### src/rtl/game_io_regs.sv
// game_io_regs: processor-to-game I/O register bank behind one addressed write port.
//   Live registers are written by the processor. Display copies latch the live values
//   only on frame_sync, so the renderer and seven-segment logic always see a whole
//   frame. Sound-effect triggers are stretched to STRETCH cycles so that the slower
//   audio clock domain can sample them reliably.
// Ports:
//   clock, reset      rising-edge clock, synchronous active-high reset
//   wr_en/addr/data   write port; at SFX_ADDR, wr_data is the sound channel index
//   frame_sync        single-cycle commit request
//   live_regs         live values, register i at [i*DATA_W +: DATA_W]
//   disp_regs         committed copies, same packing
//   dirty             bit i: live[i] written since the last commit
//   commit_ack        one-cycle pulse after each commit
//   sfx_trig          stretched trigger per sound channel
//   addr_err          sticky flag: unmapped address or bad sound channel index
// Parameters must satisfy 2**ADDR_W > NUM_REGS, SFX_ADDR >= NUM_REGS, STRETCH >= 1.

// One sound channel: a down-counter that is reloaded on every trigger, which makes a
// retrigger restart the full pulse rather than extend the time that is left.
module game_io_sfx_stretch #(
  parameter int STRETCH = 8,
  parameter int CNT_W   = 4
) (
  input  logic clock,
  input  logic reset,
  input  logic load,
  output logic trig
);
  logic [CNT_W-1:0] cnt;

  always_ff @(posedge clock) begin
    if (reset)             cnt <= '0;
    else if (load)         cnt <= CNT_W'(STRETCH);
    else if (cnt != '0)    cnt <= cnt - CNT_W'(1);
  end

  assign trig = (cnt != '0);
endmodule

module game_io_regs #(
  parameter int DATA_W   = 32,
  parameter int NUM_REGS = 4,
  parameter int ADDR_W   = 3,
  parameter int SFX_ADDR = 7,
  parameter int NUM_SFX  = 3,
  parameter int STRETCH  = 8
) (
  input  logic                       clock,
  input  logic                       reset,
  input  logic                       wr_en,
  input  logic [ADDR_W-1:0]          wr_addr,
  input  logic [DATA_W-1:0]          wr_data,
  input  logic                       frame_sync,
  output logic [NUM_REGS*DATA_W-1:0] live_regs,
  output logic [NUM_REGS*DATA_W-1:0] disp_regs,
  output logic [NUM_REGS-1:0]        dirty,
  output logic                       commit_ack,
  output logic [NUM_SFX-1:0]         sfx_trig,
  output logic                       addr_err
);
  localparam int                CNT_W  = $clog2(STRETCH + 1);
  localparam logic [ADDR_W-1:0] NREG_A = ADDR_W'(NUM_REGS);
  localparam logic [ADDR_W-1:0] SFX_A  = ADDR_W'(SFX_ADDR);
  localparam logic [DATA_W-1:0] NSFX_D = DATA_W'(NUM_SFX);

  logic [NUM_REGS-1:0][DATA_W-1:0] live_q, disp_q;
  logic [NUM_REGS-1:0]             dirty_q, wr_hit;
  logic                            commit_ack_q, addr_err_q;
  logic                            reg_wr, sfx_wr, sfx_ok, bad_wr;

  assign reg_wr = wr_en && (wr_addr < NREG_A);
  assign sfx_wr = wr_en && (wr_addr == SFX_A);
  assign sfx_ok = sfx_wr && (wr_data < NSFX_D);
  // Anything that is neither a register write nor a valid sound trigger is an error.
  assign bad_wr = wr_en && !reg_wr && !sfx_ok;

  for (genvar i = 0; i < NUM_REGS; i++) begin : g_hit
    assign wr_hit[i] = reg_wr && (wr_addr == ADDR_W'(i));
  end

  always_ff @(posedge clock) begin
    if (reset) begin
      live_q       <= '0;
      disp_q       <= '0;
      dirty_q      <= '0;
      commit_ack_q <= 1'b0;
      addr_err_q   <= 1'b0;
    end else begin
      for (int i = 0; i < NUM_REGS; i++) begin
        if (wr_hit[i]) live_q[i] <= wr_data;
        // A write landing in the commit cycle is forwarded, so it joins this frame.
        if (frame_sync) disp_q[i] <= wr_hit[i] ? wr_data : live_q[i];
      end
      // The commit clears dirty even for a coincident write, since that write was committed too.
      dirty_q      <= frame_sync ? '0 : (dirty_q | wr_hit);
      commit_ack_q <= frame_sync;
      addr_err_q   <= addr_err_q | bad_wr;
    end
  end

  for (genvar c = 0; c < NUM_SFX; c++) begin : g_sfx
    game_io_sfx_stretch #(.STRETCH(STRETCH), .CNT_W(CNT_W)) u_sfx (
      .clock (clock),
      .reset (reset),
      .load  (sfx_ok && (wr_data == DATA_W'(c))),
      .trig  (sfx_trig[c])
    );
  end

  assign live_regs  = live_q;
  assign disp_regs  = disp_q;
  assign dirty      = dirty_q;
  assign commit_ack = commit_ack_q;
  assign addr_err   = addr_err_q;
endmodule

### config.mk
export PLATFORM = sky130hd
export DESIGN_NAME = game_io_regs
export DESIGN_NICKNAME = d
export VERILOG_FILES = /design/src/rtl/game_io_regs.sv
export SDC_FILE = /design/constraint.sdc
export NUM_CORES = 1
export LEC_CHECK = 0
export CAP_MARGIN = 20
export CORE_MARGIN = 8
export CORE_UTILIZATION = 46
export DETAILED_ROUTE_END_ITERATION = 8
export PLACE_DENSITY = 0.76
export SYNTH_ARGS = -nofsm -noshare
export SYNTH_HDL_FRONTEND = slang
export SYNTH_HIERARCHICAL = 1
export SYNTH_SLANG_ARGS = --single-unit
export TNS_END_PERCENT = 30
### constraint.sdc
create_clock -name clock -period 2.7 [get_ports clock]
set_clock_uncertainty 0.15 [all_clocks]
set_input_delay 0.405 -clock clock [delete_from_list [all_inputs] [get_ports clock]]
set_output_delay 0.405 -clock clock [all_outputs]
set_load 0.03 [all_outputs]
==> impl_metrics.toml <==
[placement]
io_buffers = 303
place_congestion = 0.794
hpwl_mm = 21.8
pre_cts_ws_ns = -0.0486

[clocking]
clkTransAtPathRegs_ns = 0.06
clock-sinks = 274
clk_path_buf_depth = 3
post_cts_buffers = 0
h-tree-depth = 1
cts_root_buf = "clkbuf_16"
insertion_delay_ns = 0.53
cts_tree = "done"
numCtsBuffers = 28

[drt]
finalWirelength_mm = 30.3
dr.pass1.iters = 4
via_per_inst = 5.13
drtIter0Drc = 513
detail-route-antenna-nets = 0
vias = 7979
routedWlPerCell_um = 19.5
drc_errors = 0

[global_route]
grt_pass1_wl_mm = 46.2
grt-ovfl-total = 0
grt_pass1_vias = 7928
antenna_found_initial = 0
grt_max_degree = 105
grtUsageTotal = 0.221

[synth]
synth-main-ff-cell = "dfxtp_1"
synth_seq_cells = 274
yosysSeqAreaShare = 0.563
synth_top_area_share = 0.563
ys_warn_count = 6
synth-async-reset-ratio = 0
syn_avg_cell_area_um2 = 10.3
ys_types = 33
synth_top_cell_by_area = "dfxtp_1"
synth_area_leaders = "dfxtp_1 (56%), mux2i_1 (13%), nor2_1 (10%)"
synth-edff-count = 0
netlist_area_um2 = 9730
synth_cells = 946
synth_nets = 991

[die]
core_um2 = 20900
dieArea_um2 = 26100
die_width_um = 161
die_h_um = 161
start_util = 0.466
num_rows = 53
io_pins = 304

[worst_setup_path]
reg2reg_to = "g_sfx[1].u_sfx/cnt[1]"
reg2reg_depth = 4
crit_arrival_ns = 1.99
slowest_delay_ns = 0.46
crit_path_max_fanout = 5
cp_num_buf_inv = 2
cp.required_ns = 2.14
cp_top_family = "buffers and inverters"
reg2reg_from = "g_sfx[1].u_sfx/cnt[0]"
path_cells = "inv_1 -> ha_1 -> or3b_1 -> dlygate4sd2_1"
crit_type = "register to primary output"
ff2ff_setup_slack_ns = 1.02
worstSetupStartpointType = "register"
endpoint_kind = "primary output"
crit_slowest_cell = "or3b_1"

[power]
peakVddDrop_mv = 0.581
cellPowerDensity_nw_per_um2 = 687
p_leak_nw = 5.33

[min_path]
min_to = "live_regs[65]"
hold_depth = 2
min_path_type = "input port to register"
hp-start = "reset"

[layout]
syn_to_final_growth_pct = 45.0
nets = 1305
drive_gt1_frac = 0.0805
diodes = 0

[timing]
clock.fmax_mhz = 392
drv_slew = 0
min_period_ns = 2.55
fin_hold_ws_ns = 0.294
worst_pin_slew_ns = 0.708
fin_ws_ns = 0.151
setup_viol = 0
rsz0062_at_grt = "false"
fin_crit_sh = 0.944
max-slew-margin-rel = 0.528
hold_violations = 0

[status]
status = "complete, no violations"

[job]
maxCapViolations = 0
[how the worst max path moves through the flow]
stage	start	end	slack (ns)	cells past startpoint
after global placement	wr_data[30]	g_sfx[1].u_sfx/cnt[3]	0.04	7
after global routing	g_sfx[1].u_sfx/cnt[0]	sfx_trig[1]	0.04	4
after detailed placement	wr_data[4]	g_sfx[1].u_sfx/cnt[3]	-0.05	9
after floorplan	wr_data[1]	g_sfx[2].u_sfx/cnt[3]	0.64	7
after CTS	g_sfx[2].u_sfx/cnt[0]	sfx_trig[2]	0.12	4
final	g_sfx[1].u_sfx/cnt[0]	sfx_trig[1]	0.15	4
[metrics by stage]
stage	area [um2]	TNS (ns)	instances	utilization	total power, W
floorplan	9730	0	946	-	0.00559
global placement	13300	0	1505	0.636	0.00625
detailed placement	13300	-0.115	1505	0.636	0.00628
CTS	14100	0	1554	0.676	0.00980
global route	14100	0	1554	0.676	0.0101
finish	14100	0	1554	0.676	0.00970
[cell usage after synthesis, types with 2 or more instances]
master / n
buf_6: 6
clkbuf_1: 57
nand2_1: 3
xor2_1: 3
nor3_1: 10
a2111oi_2: 3
nor4_1: 7
clkbuf_2: 4
buf_2: 2
a211oi_1: 129
ha_1: 6
inv_1: 11
o21a_1: 3
mux2i_1: 131
nor2_1: 263
or3b_1: 3
a21oi_1: 4
nand4_1: 2
buf_12: 6
nor3b_2: 3
xnor2_1: 3
dfxtp_1: 274
buf_4: 3
[logic make-up (layout without fill, tap and decap cells)]
group | count (synthesis) | count (layout) | share of synthesized area
buffers and inverters | 89 | 422 | 0.0509
muxes | 131 | 131 | 0.135
xor gates and xnor gates | 6 | 6 | 0.00540
and+or+nand+nor | 299 | 299 | 0.128
adders and majority gates | 6 | 6 | 0.00771
DFF | 274 | 274 | 0.563
AOI/OAI and AO/OA | 141 | 141 | 0.110
[state kept, by name, indices dropped and copies added (netlist names)]
name,count
live_regs,128
disp_regs,128
commit_ack,1
addr_err,1
dirty,4
g_sfx.u_sfx/cnt,12
[layout by cell type, fill, tap and decap left out, types with 3 or more instances in the layout]
cell	netlist	layout
inv_1	11	11
a2111oi_2	3	3
buf_4	3	45
xor2_1	3	3
or3b_1	3	3
nor3_1	10	10
nor2_1	263	263
dfxtp_1	274	274
dlygate4sd2_1	0	3
a211oi_1	129	129
buf_12	6	14
o21a_1	3	3
clkdlybuf4s50_1	0	298
nor4_1	7	7
a21oi_1	4	4
mux2i_1	131	131
clkbuf_16	0	29
ha_1	6	6
nand2_1	3	3
clkbuf_8	0	4
clkbuf_1	57	16
xnor2_1	3	3
[report_power, final]
group          internal [W]  switching [W]
registers           0.00427       0.000140
clock network       0.00203        0.00151
logic              0.000723        0.00103
total               0.00702        0.00268
[cell type report]
class                      instances  area [um2]
fill                            1719        6770
sequential                       274        5490
multi-input combinational        583        3770
timing repair buffer             362        3650
clock buffer                      47         813
tap                              275         344
inverter                          11        41.3
clock inverter                     2        10.0
[layer usage]
metal | vias up | global-route usage | part of all wire
met1 | 3750 | 0.256 | 0.41
met5 | - | 0 | 0
met2 | 283 | 0.371 | 0.47
met4 | 0 | 0.0745 | 0.032
met3 | 63 | 0.0822 | 0.094
li1 | 3883 | - | -
[timing repair]
action                     4_1_cts  5_1_grt
gates resized for setup          3        0
hold buffers                     0        0
setup endpoints to repair        3        0
hold endpoints to repair         0        0
(Power assumes the default switching activity.)
